`src/rtl/mips_pkg.sv`:
```
// Shared constants and types for the MIPS instruction fetch stage.
package mips_pkg;

  localparam logic [31:0] RESET_VECTOR = 32'h0000_3000;
  localparam int          WORD_BYTES   = 4;
  localparam int          INSTR_W      = 32;

  // One buffered fetch: the address it came from and the word returned.
  typedef struct packed {
    logic [31:0]        pc;
    logic [INSTR_W-1:0] instr;
  } fetch_entry_t;

endpackage

```
`src/rtl/fetch_buffer.sv`:
```
// Small synchronous FIFO holding fetched instructions between imem and decode.
// Flush empties the queue in one cycle. Storage is reset to zero so the head
// reads as zero straight out of reset.
module fetch_buffer
  import mips_pkg::*;
#(
  parameter int DEPTH = 2,
  localparam int PW = (DEPTH > 1) ? $clog2(DEPTH) : 1
) (
  input  logic         clk,
  input  logic         rst,
  input  logic         flush,
  input  logic         push,
  input  fetch_entry_t push_data,
  input  logic         pop,
  output fetch_entry_t head,
  output logic         full,
  output logic         empty
);

  localparam int CW = PW + 1;

  fetch_entry_t    mem [DEPTH];
  logic [PW-1:0]   wr_ptr;
  logic [PW-1:0]   rd_ptr;
  logic [CW-1:0]   count;
  logic            do_push;
  logic            do_pop;

  assign full    = (count == CW'(DEPTH));
  assign empty   = (count == '0);
  assign head    = mem[rd_ptr];

  // A pop on a full buffer does not make room for a push in the same cycle;
  // the producer only pushes when it saw the buffer not full.
  assign do_push = push && !full;
  assign do_pop  = pop && !empty;

  // Pointer and occupancy tracking; flush wins over push and pop.
  always_ff @(posedge clk or negedge rst) begin
    if (!rst) begin
      wr_ptr <= '0;
      rd_ptr <= '0;
      count  <= '0;
    end else if (flush) begin
      wr_ptr <= '0;
      rd_ptr <= '0;
      count  <= '0;
    end else begin
      if (do_push) wr_ptr <= wr_ptr + PW'(1);
      if (do_pop)  rd_ptr <= rd_ptr + PW'(1);
      case ({do_push, do_pop})
        2'b10:   count <= count + CW'(1);
        2'b01:   count <= count - CW'(1);
        default: count <= count;
      endcase
    end
  end

  // Entry storage; written only on an accepted push.
  always_ff @(posedge clk or negedge rst) begin
    if (!rst) begin
      for (int i = 0; i < DEPTH; i++) mem[i] <= '0;
    end else if (do_push && !flush) begin
      mem[wr_ptr] <= push_data;
    end
  end

endmodule

```
`src/rtl/mips_fetch.sv`:
```
// Instruction fetch stage: owns the fetch PC, issues one word request at a
// time to instruction memory, and queues returned words for decode.
// A redirect flushes the queue and restarts fetch at the new target.
module mips_fetch
  import mips_pkg::*;
#(
  parameter logic [31:0] RESET_PC = RESET_VECTOR,
  parameter int          DEPTH    = 2
) (
  input  logic        clk,
  input  logic        rst,
  output logic        imem_req,
  output logic [31:0] imem_addr,
  input  logic        imem_ready,
  input  logic [31:0] imem_rdata,
  output logic        out_valid,
  output logic [31:0] out_instr,
  output logic [31:0] out_pc,
  input  logic        out_ready,
  input  logic        redirect_valid,
  input  logic [31:0] redirect_pc
);

  logic [31:0]  fetch_pc;
  logic         started;
  logic         accept;
  logic         pop;
  logic         buf_full;
  logic         buf_empty;
  fetch_entry_t push_entry;
  fetch_entry_t head;

  // Request depends only on registered state so out_ready has no
  // combinational path to imem_req. started keeps imem_req low while in reset.
  assign imem_req  = started && !buf_full;
  assign imem_addr = fetch_pc;

  assign accept = imem_req && imem_ready && !redirect_valid;
  assign pop    = out_valid && out_ready && !redirect_valid;

  assign push_entry.pc    = fetch_pc;
  assign push_entry.instr = imem_rdata;

  assign out_valid = !buf_empty;
  assign out_pc    = head.pc;
  assign out_instr = head.instr;

  // Holds off the first request until the first clock after reset release.
  always_ff @(posedge clk or negedge rst) begin
    if (!rst) started <= 1'b0;
    else      started <= 1'b1;
  end

  // Fetch PC: redirect beats accept; the low two target bits are dropped.
  always_ff @(posedge clk or negedge rst) begin
    if (!rst)                fetch_pc <= RESET_PC;
    else if (redirect_valid) fetch_pc <= redirect_pc & ~32'h0000_0003;
    else if (accept)         fetch_pc <= fetch_pc + 32'(WORD_BYTES);
  end

  fetch_buffer #(.DEPTH(DEPTH)) u_buf (
    .clk       (clk),
    .rst       (rst),
    .flush     (redirect_valid),
    .push      (accept),
    .push_data (push_entry),
    .pop       (pop),
    .head      (head),
    .full      (buf_full),
    .empty     (buf_empty)
  );

endmodule

```
`config.mk`:
```
export PLATFORM = sky130hd
export DESIGN_NAME = mips_fetch
export DESIGN_NICKNAME = d
export VERILOG_FILES = /design/src/rtl/mips_pkg.sv /design/src/rtl/fetch_buffer.sv /design/src/rtl/mips_fetch.sv
export SDC_FILE = /design/constraint.sdc
export NUM_CORES = 1
export LEC_CHECK = 0
export CELL_PAD_IN_SITES_DETAIL_PLACEMENT = 1
export CELL_PAD_IN_SITES_GLOBAL_PLACEMENT = 2
export CORE_UTILIZATION = 31
export DETAILED_ROUTE_END_ITERATION = 12
export HOLD_SLACK_MARGIN = 0.15
export PLACE_DENSITY_LB_ADDON = 0.25
export RECOVER_POWER = 25
export SYNTH_ARGS = -nofsm -noshare
export SYNTH_HDL_FRONTEND = slang
export SYNTH_HIERARCHICAL = 1
export SYNTH_SLANG_ARGS = --single-unit
```
`constraint.sdc`:
```
create_clock -name clk -period 2.3 [get_ports clk]
set_input_delay 0.23 -clock clk [delete_from_list [all_inputs] [get_ports clk]]
set_output_delay 0.23 -clock clk [all_outputs]
set_load 0.01 [all_outputs]
```
Yosys cells after proc, flatten, opt, wreduce, memory -nomap -nowiden
Index checks and enable logic that the tools add are counted.
- flip-flop bits (word level): 165
- input port bits: 69
- output and inout port bits: 98
- word-level logic and storage cells: 53
- add/sub/neg operators: 5
- order comparisons: 3
- equal/unequal tests: 3
- muxes and demuxes: 14
- bitwise logic cells: 2
- reduce and logical (&&, ||, !) cells: 17
- operator list (cell ; count):
    64-bit 2-to-1 mux ; 4
    128-bit bitwise mux ; 1
    64-bit demux with 1-bit select ; 1
    32-bit 2-to-1 mux ; 2
    32-bit by 3-bit adder with 32-bit output (second input constant) ; 1
    1-bit logical AND ; 9
    2-bit nonzero test ; 3
    2-bit == test (second input constant) ; 2
    2-bit greater-or-equal comparator (second input constant) ; 2
    1-bit 2-to-1 mux ; 4
    1-bit inverter with 2-bit output ; 2
    2-bit one-hot mux with 2 select lines ; 1
    1-bit logical NOT ; 3
    3-bit nonzero test ; 1
    1-bit adder (second input constant) ; 2
    2-bit by 1-bit adder with 2-bit output (second input constant) ; 1
    2-bit by 1-bit == test with 1-bit output (second input constant) ; 1
    2-bit logical NOT ; 1
    2-bit by 1-bit less-than comparator with 1-bit output (second input constant) ; 1
    2-bit 2-to-1 mux ; 1
    2-bit by 1-bit subtractor with 2-bit output (second input constant) ; 1

Depth between registers and ports, before layout
Gate-level depths: netlist (run 1).
- depth after elaboration: 9
- depth in mapped cells: 8
- gate-level depth less buffers: 6

By module
The synthesis (run 1) kept the hierarchy.
- modules (own cells, without submodules) (module ; instances ; cells an instance ; area an instance (µm²) ; sequential area each (µm²)):
    fetch_buffer ; 1 ; 364 ; 5957.0 ; 3303.2
    mips_fetch ; 1 ; 214 ; 1906.8 ; 778.2

Worst setup path before layout (run 1)
OpenSTA, ideal clock, no wires.
- path type: reg-to-reg
- start: register u_buf.count[1]
- end: register u_buf/mem[10] (netlist name)
- setup time: 125 ps
- data arrival time: 2300 ps
- required time: 2175 ps
- slack: -125 ps
- cell stages (with the launch flop): 9
- path buffers: 2
- clock period less this slack: 2425 ps
- cell sequence: dfrtp_1 nor2b_2 nand3b_1 nor2_1 inv_1 or4b_1 buf_4 buf_6 mux2_4
- word-level cells in the longest chain between the ends: 7
- ends and longest elaborated chain (element ; RTL line ; text):
    from (decl) ; fetch_buffer.sv:26 ; logic [CW-1:0] count;
    from (signal assigned) ; fetch_buffer.sv:53 ; 2'b10: count <= count + CW'(1);
    from (signal assigned) ; fetch_buffer.sv:54 ; 2'b01: count <= count - CW'(1);
    from (signal assigned) ; fetch_buffer.sv:55 ; default: count <= count;
    2-bit == test ; fetch_buffer.sv:30 ; assign full = (count == CW'(DEPTH));
    via buf_full ; mips_fetch.sv:28 ; logic buf_full;
    1-bit logical NOT ; mips_fetch.sv:35 ; assign imem_req = started && !buf_full;
    1-bit logical AND ; mips_fetch.sv:35 ;
    1-bit logical AND (2 in a row) ; mips_fetch.sv:38 ; assign accept = imem_req && imem_ready && !redirect_valid;
    via accept ; mips_fetch.sv:26 ; logic accept;
    1-bit logical AND ; fetch_buffer.sv:36 ; assign do_push = push && !full;
    1-bit logical AND ; fetch_buffer.sv:64 ; end else if (do_push && !flush) begin
    to (signal, indexed assignment) ; fetch_buffer.sv:65 ; mem[wr_ptr] <= push_data;
    to (decl) ; fetch_buffer.sv:23 ; fetch_entry_t mem [DEPTH];
The timed path passes the listed nets, and every way through them passes these cells.
A chain may end at the register's enable or synchronous reset.

Worst setup path in the final report (run 1)
- start: register u_buf.rd_ptr
- end: output out_pc[0]
- word-level cells in the longest chain between the ends: 4
- ends and longest elaborated chain (element ; RTL line ; text):
    from (decl) ; fetch_buffer.sv:25 ; logic [PW-1:0] rd_ptr;
    from (signal assigned) ; fetch_buffer.sv:51 ; if (do_pop) rd_ptr <= rd_ptr + PW'(1);
    1-bit inverter with 2-bit output (implied by the code) ; fetch_buffer.sv:32 ; assign head = mem[rd_ptr];
    64-bit 2-to-1 mux (implied by the code) (3 in a row) ; fetch_buffer.sv:32 ;
    to (decl) ; mips_fetch.sv:18 ; output logic [31:0] out_pc,
No other way between the ends. The select of a mux whose other input is x is not followed.

==> qor.csv, run 1 <==
stage,metric,value,unit
drt,remaining_drc_errors,0,
die,die-width,161,microns
worst_setup_path,rr_worst_depth,7,
synth,count_of_flip_flops_with_a_built_in_enable_after_synthesis,0,
pwr,total_power,0.00863,W
worst_hold_path,worst_hold_startpoint,redirect_pc[3],
clocking,cts_buffer_depth,2,
die,initial_core_util,32.0,%
pwr,vdd.ir_drop.worst,0.000385,V
drt,routed_via_density,4.94,
place,place_worst_setup_slack,-0.122,ns
synth,synth_compound_area_share,4.26,%
sta,report.final.slew_viol_count,0,
place,gp_routability_congestion,0.730,
clocking,cts.htree.levels,4,
clocking,tritoncts_clock_tree,yes,
worst_setup_path,worstPathMaxFanout,12,
cells_and_area,n_antenna_cell,0,
pwr,power.switching_fraction,27.5,%
worst_hold_path,hp-class,input pin to flop,
job,drv_cap,0,
sta,setup_ws,0.0520,ns
pwr,power.net_switching,0.00237,W
die,fp.dieH,161,microns
drt,wl,21600,microns
pwr,power_frac_seq,42.4,%
synth,ys.warnings.count,6,
clocking,root_buffer,sky130_fd_sc_hd__clkbuf_16,
global_route,grt-ovfl-total,0,
sta,rsz0062_at_grt,true,
cells_and_area,drive_above_1_share,35.5,%
worst_hold_path,whs_path_depth,3,
cells_and_area,number_of_filler_cells_placed_in_the_layout,2519,
synth,synthesized_area_fraction_occupied_by_xor_and_xnor_cells,1.34,%
worst_setup_path,cpPeakStageDelay,0.50,ns
cells_and_area,finalNonFillerCells,1113,
die,placement_rows,57,
cells_and_area,design.final.nets,846,
clocking,cts_inserted_buffers,17,
global_route,antenna_found_initial,0,
global_route,first_global_vias,6142,
synth,synth_simple_gate_area_share,8.56,%
worst_setup_path,arrival,2.02,ns
clocking,clkSlewWorstSetupHoldPaths,0.07,ns
drt,initial_drt_pass_iterations,4,
synth,main_combinational_cell_family_by_area_after_synthesis,multiplexers,
synth,postSynthAreaPerCell,13.6,sq um
sta,worst-slew-pin-transition,1.36,ns
sta,final.hold.worst_slack,0.368,ns
pwr,power_frac_comb,25.3,%
synth,synthAdderAreaFrac,0.159,%
die,die_area,26000,sq um
drt,post_drt_wl_per_cell,19.4,microns
pwr,cellPowerDensity,799,nW/um^2
die,fp.coreArea,24600,sq um
cells_and_area,area_delta_synth_final,37.3,%
synth,async_flop_share,100,%
worst_setup_path,setup.reg_to_reg.worst_slack,0.09,ns
worst_setup_path,crit-reg2reg-launch,u_buf/count[1],
worst_setup_path,cp-start-kind,flop,
synth,dominantRegCellSynth,sky130_fd_sc_hd__dfrtp_1,
synth,gate_count_post_synth,578,
synth,synth.mux.area_fraction,30.5,%
global_route,all_layer_global_routing_usage,17.0,%
sta,max-slew-margin-rel,9.63,%
worst_setup_path,cp.required,2.07,ns
worst_setup_path,critical_path.reg2reg.endpoint,u_buf/mem[2],
global_route,maximum_number_of_pins_on_one_net_before_global_route_repair,65,
place,detailedPlacementHpwl,14700,microns
worst_setup_path,critical-path-slowest-cell,sky130_fd_sc_hd__clkdlybuf4s50_1,
worst_setup_path,crit_type,flop to output pin,
sta,fmax,445,MHz
clocking,numClockSinks,163,
sta,final-setup-viol-count,0,
sta,finalCritPeriodShare,97.7,%
place,dp.cells,1075,
sta,clock_skew,0.0121,ns
clocking,clkLatencyLatePin,0.42,ns
synth,sequential_to_total_area_share_from_yosys_stat,51.9,%
pwr,static-leakage-power,4.71,nW
place,port_buffers,162,
cells_and_area,most-common-layout-cells,"sky130_fd_sc_hd__dfrtp_1 (160), sky130_fd_sc_hd__clkdlybuf4s50_1 (160), sky130_fd_sc_hd__mux2_2 (127)",
worst_setup_path,worst_setup_path_startpoint,u_buf/rd_ptr,
die,floorplan.io_pins,167,
synth,ys_types,47,
pwr,power.clock.fraction,32.4,%
worst_hold_path,worst_hold_path_endpoint,imem_addr[3],
pwr,p_int,0.00626,W
worst_setup_path,critical_path.cell_chain,buf_12 -> clkbuf_16 -> mux2_2 -> clkdlybuf4s50_1,
synth,netlist_area,7860,sq um
worst_setup_path,critical_path_sink_type,output pin,
synth,synth_seq_cells,163,
sta,finalCriticalPeriod,2.25,ns
sta,hold_viol,0,
drt,detailedRoute.firstIterationViolations,210,
drt,vias,5501,
drt,ant_nets,0,
global_route,first_pass_grt_wire_length,34600,microns
run_status,run_status,finished clean,
cells_and_area,final_util,43.9,%
cell type report:
type,instances,area [sq um],share of cell area [%]
inverter,5,18.8,0.174
clock inverter,14,143,1.32
timing repair buffer,210,2150,19.9
tap,324,405,3.75
sequential,163,4080,37.8
multi-input combinational,379,3570,33.1
clock buffer,18,429,3.97
kinds of logic after synthesis:
group	after synthesis
xor gates and xnor gates	12
and+or+nand+nor	113
AOI/OAI and AO/OA	53
buffers and inverters	41
adders and majority gates	1
other	2
muxes	193
DFF	163
registers in the layout, indices dropped and copies added (netlist names):
| register | cells |
|---|---|
| u_buf/mem | 128 |
| started | 1 |
| imem_addr | 30 |
| u_buf/count | 2 |
| u_buf/wr_ptr | 1 |
| u_buf/rd_ptr | 1 |
cells in the mapped netlist (2+ instances only):
cell type / instances / share of area [%]
sky130_fd_sc_hd__dfrtp_1: 161 / 51
sky130_fd_sc_hd__mux2_2: 127 / 18
sky130_fd_sc_hd__mux2_4: 60 / 11
sky130_fd_sc_hd__nand2_1: 24 / 1.1
sky130_fd_sc_hd__nor2_1: 19 / 0.91
sky130_fd_sc_hd__a31oi_1: 16 / 1.3
sky130_fd_sc_hd__o21ai_0: 16 / 1.0
sky130_fd_sc_hd__nand3_1: 15 / 0.95
sky130_fd_sc_hd__or4_1: 15 / 1.4
sky130_fd_sc_hd__o31ai_1: 14 / 1.3
sky130_fd_sc_hd__clkbuf_1: 13 / 0.62
sky130_fd_sc_hd__buf_2: 9 / 0.57
sky130_fd_sc_hd__buf_6: 9 / 1.3
sky130_fd_sc_hd__nand4_1: 8 / 0.64
sky130_fd_sc_hd__and3_1: 7 / 0.56
sky130_fd_sc_hd__xnor2_1: 6 / 0.67
sky130_fd_sc_hd__xor2_1: 6 / 0.67
sky130_fd_sc_hd__buf_4: 5 / 0.48
sky130_fd_sc_hd__mux2_1: 5 / 0.72
sky130_fd_sc_hd__and4_1: 4 / 0.45
sky130_fd_sc_hd__inv_1: 4 / 0.19
sky130_fd_sc_hd__a21oi_1: 2 / 0.13
sky130_fd_sc_hd__conb_1: 2 / 0.096
sky130_fd_sc_hd__dfstp_2: 2 / 0.67
sky130_fd_sc_hd__nand3b_1: 2 / 0.19
sky130_fd_sc_hd__nand4_2: 2 / 0.32
sky130_fd_sc_hd__nor3_1: 2 / 0.13
sky130_fd_sc_hd__nor4_1: 2 / 0.16
sky130_fd_sc_hd__o211ai_1: 2 / 0.19
sky130_fd_sc_hd__or3_1: 2 / 0.16
worst max-delay path by stage:
| stage | to | slack [ns] | depth (start not counted) |
|---|---|---|---|
| after global routing | out_pc[8] | -0.008 | 4 |
| after CTS | out_pc[15] | 0.004 | 3 |
| after detailed placement | u_buf/mem[27] | -0.12 | 7 |
| after global placement | u_buf/mem[28] | -0.06 | 7 |
| after floorplan | u_buf/mem[10] | -0.02 | 8 |
| final | out_pc[0] | 0.05 | 4 |
per-layer routing:
layer | global-route usage [%] | vias to the layer above | share of wire, % | wire, microns
li1 | - | 2506 | - | -
met1 | 23.1 | 2859 | 47 | 10200
met2 | 27.6 | 121 | 48 | 10400
met3 | 3.65 | 15 | 3.6 | 776
met4 | 4.29 | 0 | 0.95 | 206
met5 | 0 | - | 0 | 0
what timing repair did:
action | 4_1_cts | 5_1_grt
hold buffers | 1 | 0
endpoints found under the setup margin | 0 | 36
setup buffers | 0 | 1
hold endpoints to repair | 47 | 0
resized for setup | 0 | 7
stage by stage:
step	area [sq um]	setup TNS, ns
2_1_floorplan	7890	-0.940
6_report	10800	0
3_5_place_dp	10100	-5.50
3_3_place_gp	10100	-1.62
5_1_grt	10800	-0.0489
4_1_cts	10700	0
worst max-delay path, delay by kind of cell (launching register included):
family | cells | cell delay [ns]
DFF | 1 | 0.42
muxes | 1 | 0.33
buffers and inverters | 3 | 0.83
power groups by stage:
stage	registers [W]	clock network [W]	logic [W]
6_report	0.00366	0.00279	0.00218
5_1_grt	0.00373	0.00301	0.00235
4_1_cts	0.00365	0.00290	0.00222
3_5_place_dp	0.00370	0	0.00221
3_3_place_gp	0.00366	0	0.00216
2_1_floorplan	0.00364	0	0.00105
Power figures use the tool's default switching activity.
==> inputs of run 2 (changes only) <==
--- a/config.mk
+++ b/config.mk
@@ -13,4 +13,5 @@
 export PLACE_DENSITY_LB_ADDON = 0.25
 export RECOVER_POWER = 25
+export REMOVE_ABC_BUFFERS = 1
 export SYNTH_ARGS = -nofsm -noshare
 export SYNTH_HDL_FRONTEND = slang
==> constraint.sdc (replaced) <==
create_clock -name clk -period 2.3 [get_ports clk]
set_input_delay 0.23 -clock clk [delete_from_list [all_inputs] [get_ports clk]]
set_output_delay 0.23 -clock clk [all_outputs]
set_load 0.005 [all_outputs]
==> run 2 against run 1 <==
  * The flow now finishes with violations (capacitance limit, slew limit)
  * Critical endpoint is now out_instr[10]
  * Sequential share of layout area hardly changed
  * Flip-flop and latch count stayed put
  * Highest routed layer unchanged
  * Final cell count is 0.27% lower
==> qor.csv, run 2 (synthesis gave the netlist of run 1 again) <==
stage,metric,value,unit,change
worst_hold_path,worst_hold_path_endpoint,imem_addr[25],,
worst_setup_path,worstPathMaxFanout,26,,+14
sta,max-slew-margin-rel,-4.97,%,-15 points
cells_and_area,final_common_cell,sky130_fd_sc_hd__dfrtp_1,,
cells_and_area,most-common-layout-cells,"sky130_fd_sc_hd__dfrtp_1 (160), sky130_fd_sc_hd__clkdlybuf4s50_1 (146), sky130_fd_sc_hd__mux2_2 (127)",,
worst_hold_path,whs_path_depth,3,,unchanged
cells_and_area,number_of_filler_cells_placed_in_the_layout,2532,,+0.52%
sta,hold_viol,0,,unchanged
cells_and_area,drive_above_1_share,35.1,%,-0.37 points
sta,rsz0062_at_grt,true,,
drt,wl,20500,microns,-4.9%
global_route,grt-ovfl-total,0,,unchanged
run_status,violations,"capacitance limit, slew limit",,
worst_setup_path,crit_type,flop to output pin,,
pwr,static-leakage-power,4.84,nW,+2.7%
worst_setup_path,cp.required,2.07,ns,about the same
sta,finalCritPeriodShare,97.4,%,-0.35 points
clocking,clkSlewWorstSetupHoldPaths,0.07,ns,about the same
job,drv_cap,1,,+1
worst_setup_path,worst_setup_path_startpoint,u_buf/rd_ptr,,
worst_setup_path,critical_path_sink_type,output pin,,
clocking,cts_inserted_buffers,17,,unchanged
sta,setup-tns-final,0,ns,unchanged
run_status,run_status,"complete, but fails checks",,
worst_setup_path,setup.reg_to_reg.worst_slack,0.12,ns,+0.03 ns
drt,initial_drt_pass_iterations,4,,unchanged
global_route,maximum_number_of_pins_on_one_net_before_global_route_repair,61,,-6.2%
worst_setup_path,arrival,2.01,ns,about the same
worst_hold_path,worst_hold_startpoint,redirect_pc[25],,
die,die-width,161,microns,unchanged
sta,worst-slew-pin-transition,1.57,ns,+0.219 ns
clocking,root_buffer,sky130_fd_sc_hd__clkbuf_16,,
die,placement_rows,57,,unchanged
sta,fmax,446,MHz,+0.36%
cells_and_area,n_antenna_cell,0,,unchanged
place,port_buffers,162,,unchanged
global_route,antenna_found_initial,0,,unchanged
die,floorplan.io_pins,167,,unchanged
worst_hold_path,hp-class,input pin to flop,,
clocking,cts_buffer_depth,2,,unchanged
cells_and_area,design.final.nets,843,,-0.35%
sta,final-setup-viol-count,0,,unchanged
die,die_area,26000,sq um,unchanged
global_route,first_pass_grt_wire_length,32900,microns,-4.9%
drt,post_drt_wl_per_cell,18.5,microns,-4.6%
die,fp.dieH,161,microns,unchanged
sta,setup_ws,0.0600,ns,+0.00807 ns
die,fp.coreArea,24600,sq um,unchanged
worst_setup_path,cp-start-kind,flop,,
global_route,first_global_vias,5925,,-3.5%
cells_and_area,largest_register_ffs,128,,unchanged
clocking,numClockSinks,163,,unchanged
cells_and_area,top_register,u_buf/mem,,
sta,clock_skew,0.0123,ns,+0.000232 ns
drt,ant_nets,0,,unchanged
sta,report.final.slew_viol_count,59,,+59
drt,remaining_drc_errors,0,,unchanged
worst_setup_path,critical_path.reg2reg.endpoint,u_buf/mem[27],,
cells_and_area,area_delta_synth_final,37.5,%,
worst_setup_path,rr_worst_depth,7,,unchanged
global_route,all_layer_global_routing_usage,16.2,%,-0.78 points
pwr,cellPowerDensity,789,nW/um^2,-1.3%
drt,detailedRoute.firstIterationViolations,221,,+5.2%
clocking,cts.htree.levels,4,,unchanged
sta,finalCriticalPeriod,2.24,ns,-0.00807 ns
place,gp_routability_congestion,0.745,,+2.1%
clocking,tritoncts_clock_tree,yes,,
die,initial_core_util,32.0,%,unchanged
place,place_worst_setup_slack,-0.0560,ns,+0.0665 ns
worst_setup_path,crit-reg2reg-launch,u_buf/count[1],,
place,detailedPlacementHpwl,14000,microns,-4.6%
drt,routed_via_density,4.90,,-0.79%
clocking,clkLatencyLatePin,0.43,ns,about the same
drt,vias,5443,,-1.1%
pwr,vdd.ir_drop.worst,0.000294,V,-24%
[run 2: cell count changes in the layout (fill, tap and decap cells not counted), moves of 2 or more]
| cell | previous run | this run |
|---|---|---|
| sky130_fd_sc_hd__buf_4 | 32 | 30 |
| sky130_fd_sc_hd__inv_8 | 2 | 0 |
| sky130_fd_sc_hd__clkdlybuf4s50_1 | 160 | 146 |
| sky130_fd_sc_hd__dlymetal6s2s_1 | 1 | 14 |
[run 2: through the flow]
| step | cell area [sq um] | std cells | util (%) | hold slack, ns | total power, W |
|---|---|---|---|---|---|
| after floorplan | 7650 | 547 | - | -0.0656 | 0.00454 |
| after global placement | 10100 | 1074 | 41.1 | 0.246 | 0.00565 |
| after detailed placement | 10100 | 1074 | 41.1 | 0.257 | 0.00573 |
| after CTS | 10700 | 1109 | 43.7 | 0.356 | 0.00869 |
| after global routing | 10800 | 1110 | 43.9 | 0.377 | 0.00898 |
| final | 10800 | 1110 | 43.9 | 0.380 | 0.00853 |
[run 2: what timing repair did]
| item | CTS | global route |
|---|---|---|
| resized for setup | 1 | 18 |
| setup buffers | 2 | 0 |
| hold buffers | 1 | 0 |
| gates cloned | 0 | 1 |
| pin swaps | 0 | 1 |
| endpoints found under the hold margin | 56 | 0 |
| setup endpoints to repair | 54 | 84 |
[run 2: critical path, stage by stage, from the launching register on]
cell	delay, ns
sky130_fd_sc_hd__dfrtp_4	0.53
sky130_fd_sc_hd__buf_12	0.23
sky130_fd_sc_hd__mux2_2	0.37
sky130_fd_sc_hd__clkdlybuf4s50_1	0.44
[run 2: layer usage]
layer	vias to the layer above	share of wire, %	global-route usage (%)
met3	12	4.0	3.88
met1	2811	47	21.5
met5	-	0	0
met4	0	0.79	4.25
met2	123	48	26.5
li1	2497	-	-
[run 2: how the worst max path moves through the flow]
| stage | to | slack (ns) | cells past startpoint |
|---|---|---|---|
| 2_1_floorplan | u_buf/mem[0] | -1.62 | 6 |
| 3_3_place_gp | u_buf/mem[28] | -0.06 | 7 |
| 3_5_place_dp | u_buf/mem[98] | -0.06 | 9 |
| 4_1_cts | out_pc[30] | 0.007 | 3 |
| 5_1_grt | out_instr[10] | -0.01 | 3 |
| 6_report | out_instr[10] | 0.06 | 3 |
[run 2: power by group]
part / leakage (nW) / total [W] / switching [W] / internal (W)
Sequential: 2.04 / 0.00365 / 0.000296 / 0.00335
Clock: 0.285 / 0.00290 / 0.00127 / 0.00163
Combinational: 2.51 / 0.00198 / 0.000629 / 0.00135
[run 2: area by class of cell]
type	instances	area, sq um	area share (%)
repair buffers	207	2140	19.8
clock buffers	18	429	3.97
clock inverters	14	170	1.57
multi-input cells	379	3560	32.9
well taps	324	405	3.75
inverters	5	18.8	0.174
flip-flops and latches	163	4090	37.8
==> inputs of run 3 (changes only) <==
- CORE_MARGIN: unset -> 4
==> run 3 against run 2 <==
  * The run now ends clean
  * Critical endpoint is now u_buf/mem[45]
  * Highest routed layer unchanged
  * First-iteration DRC count decreased by 11%
  * Final area increased by 0.50%
  * Largest cell class unchanged
  * Global-route usage decreased by 0.73 points
==> qor.csv, run 3 (synthesis gave the netlist of run 1 again) <==
stage,metric,value,unit,change
drt,post_drt_wl_per_cell,19.9,microns,+7.5%
job,drv_cap,0,,-1
worst_setup_path,cp-start-kind,flop,,
pwr,cellPowerDensity,794,nW/um^2,+0.62%
run_status,run_status,finished clean,,
worst_setup_path,critical_path.cell_chain,nor2b_4 -> nand3b_1 -> nor2_2 -> inv_2 -> or4b_4 -> clkbuf_16 -> mux2_4,,
drt,detailedRoute.firstIterationViolations,196,,-11%
clocking,tritoncts_clock_tree,yes,,
worst_setup_path,cp.required,2.61,ns,+0.54 ns
pwr,power.net_switching,0.00224,W,+2.1%
cells_and_area,design.final.nets,846,,+0.36%
place,port_buffers,162,,unchanged
sta,rsz0062_at_grt,true,,
sta,finalCriticalPeriod,2.25,ns,+0.00570 ns
die,initial_core_util,31.4,%,-0.55 points
clocking,clkSlewWorstSetupHoldPaths,0.07,ns,about the same
sta,final.hold.worst_slack,0.343,ns,-0.0370 ns
clocking,clkLatencyLatePin,0.43,ns,about the same
global_route,antenna_found_initial,0,,unchanged
cells_and_area,area_delta_synth_final,38.1,%,
pwr,p_int,0.00639,W,+0.77%
drt,vias,5484,,+0.75%
pwr,power_frac_seq,42.5,%,-0.3 points
cells_and_area,sequential_standard_cell_area,4090,sq um,unchanged
cells_and_area,most-common-layout-cells,"sky130_fd_sc_hd__clkdlybuf4s50_1 (161), sky130_fd_sc_hd__dfrtp_1 (160), sky130_fd_sc_hd__mux2_2 (127)",,
worst_setup_path,crit_type,flop to flop,,
global_route,grt-ovfl-total,0,,unchanged
die,die-width,167,microns,+3.7%
die,fp.dieH,167,microns,+3.7%
sta,finalCritPeriodShare,97.6,%,+0.25 points
pwr,power.switching_fraction,25.9,%,+0.26 points
sta,max-slew-margin-rel,3.63,%,+8.6 points
worst_setup_path,timing.critical_path.max_delay_family,simple AND/OR/NAND/NOR gates,,
cells_and_area,number_of_filler_cells_placed_in_the_layout,2581,,+1.9%
cells_and_area,top_register,u_buf/mem,,
cells_and_area,largest_register_ffs,128,,unchanged
drt,ant_nets,0,,unchanged
sta,clock_skew,0.00985,ns,-0.00246 ns
global_route,all_layer_global_routing_usage,15.5,%,-0.73 points
cells_and_area,final_util,43.4,%,-0.54 points
clocking,root_buffer,sky130_fd_sc_hd__clkbuf_16,,
global_route,maximum_number_of_pins_on_one_net_before_global_route_repair,57,,-6.6%
worst_setup_path,worstPathMaxFanout,8,,-69%
die,floorplan.io_pins,167,,unchanged
pwr,vdd.ir_drop.worst,0.000437,V,+49%
sta,report.final.slew_viol_count,0,,-100%
worst_setup_path,cp_num_buf_inv,2,,unchanged
die,placement_rows,58,,+1.8%
drt,initial_drt_pass_iterations,4,,unchanged
pwr,static-leakage-power,4.75,nW,-2.0%
clocking,cts_inserted_buffers,17,,unchanged
drt,wl,22300,microns,+8.4%
die,die_area,28000,sq um,+7.6%
sta,hold_viol,0,,unchanged
drt,remaining_drc_errors,0,,unchanged
worst_setup_path,critical_path_sink_type,flop,,
pwr,power_frac_comb,23.5,%,+0.3 points
clocking,cts.htree.levels,4,,unchanged
worst_hold_path,hp-class,input pin to flop,,
global_route,first_pass_grt_wire_length,34700,microns,+5.3%
pwr,power.clock.fraction,34.0,%,about the same
clocking,numClockSinks,163,,unchanged
place,gp_routability_congestion,0.758,,+1.6%
cells_and_area,n_antenna_cell,0,,unchanged
worst_setup_path,cpPeakStageDelay,0.67,ns,+0.14 ns
sta,fmax,445,MHz,-0.25%
worst_setup_path,arrival,2.55,ns,+0.54 ns
sta,worst-slew-pin-transition,1.45,ns,-0.129 ns
cells_and_area,drive_above_1_share,35.6,%,+0.50 points
clocking,cts_buffer_depth,2,,unchanged
drt,routed_via_density,4.90,,about the same
global_route,first_global_vias,6107,,+3.1%
sta,final-setup-viol-count,0,,unchanged
worst_setup_path,critical-path-slowest-cell,sky130_fd_sc_hd__or4b_4,,
cells_and_area,final_common_cell,sky130_fd_sc_hd__clkdlybuf4s50_1,,
cells_and_area,area_used_by_multi_input_combinational_logic,3570,sq um,+0.39%
place,detailedPlacementHpwl,14800,microns,+5.0%
die,fp.coreArea,25000,sq um,+1.8%
run 3: timing repair:
action / in CTS / in global routing
setup buffers: 3 / 4
resized for setup: 2 / 11
setup endpoints to repair: 71 / 74
hold buffers: 1 / 0
pin swaps: 1 / 2
hold endpoints to repair: 53 / 0
cloned: 0 / 5
run 3: final cells by class:
class	instances	share of cell area [%]
clock inverter	14	1.52
timing repair buffer	210	20.0
multi-input combinational	379	32.9
sequential	163	37.6
tap	330	3.80
inverter	5	0.173
clock buffer	18	4.04
run 3: final timing paths:
| kind | startpoint | to | slack, ns | depth (start not counted) |
|---|---|---|---|---|
| min reg2reg | u_buf/mem[96] | u_buf/mem[96] | 0.48 | 1 |
| min | redirect_pc[13] | imem_addr[13] | 0.34 | 3 |
| max reg2reg | u_buf/count[1] | u_buf/mem[45] | 0.05 | 7 |
| max | u_buf/count[1] | u_buf/mem[45] | 0.05 | 7 |
| min in group asynchronous | rst | u_buf/mem[26] | 0.69 | 2 |
| max in group asynchronous | rst | imem_addr[12] | 0.46 | 3 |
run 3: worst register-to-register path: cells and delay by family, from the launching register on:
kind                   cells  cell delay, ns
DFF                        1            0.38
buffers and inverters      2            0.31
and+or+nand+nor            4            1.13
muxes                      1            0.30
run 3: power by group through the flow:
| stage | combinational [W] | clock (W) | sequential [W] |
|---|---|---|---|
| 2_1_floorplan | 0.000912 | 0 | 0.00363 |
| 3_3_place_gp | 0.00200 | 0 | 0.00367 |
| 3_5_place_dp | 0.00204 | 0 | 0.00371 |
| 4_1_cts | 0.00206 | 0.00302 | 0.00366 |
| 5_1_grt | 0.00219 | 0.00317 | 0.00373 |
| 6_report | 0.00203 | 0.00294 | 0.00366 |
run 3: layer usage:
layer	wire length [microns]	vias up	part of all wire (%)	global-route usage (%)
li1	-	2510	-	-
met5	0	-	0	0
met4	299	0	1.3	4.38
met3	821	18	3.7	2.95
met2	10800	115	49	25.8
met1	10300	2841	46	20.8
run 3: metrics by stage:
stage | cell area [sq um] | setup TNS (ns) | cells | setup slack, ns | power, W
floorplan | 7650 | -198.48 | 547 | -1.62 | 0.00454
finish | 10900 | 0 | 1119 | 0.0543 | 0.00862
CTS | 10700 | 0 | 1110 | 0.0121 | 0.00875
global route | 10900 | -0.276 | 1119 | -0.0258 | 0.00910
detailed placement | 10100 | -9.09 | 1074 | -0.180 | 0.00575
global placement | 10100 | -6.56 | 1074 | -0.137 | 0.00566
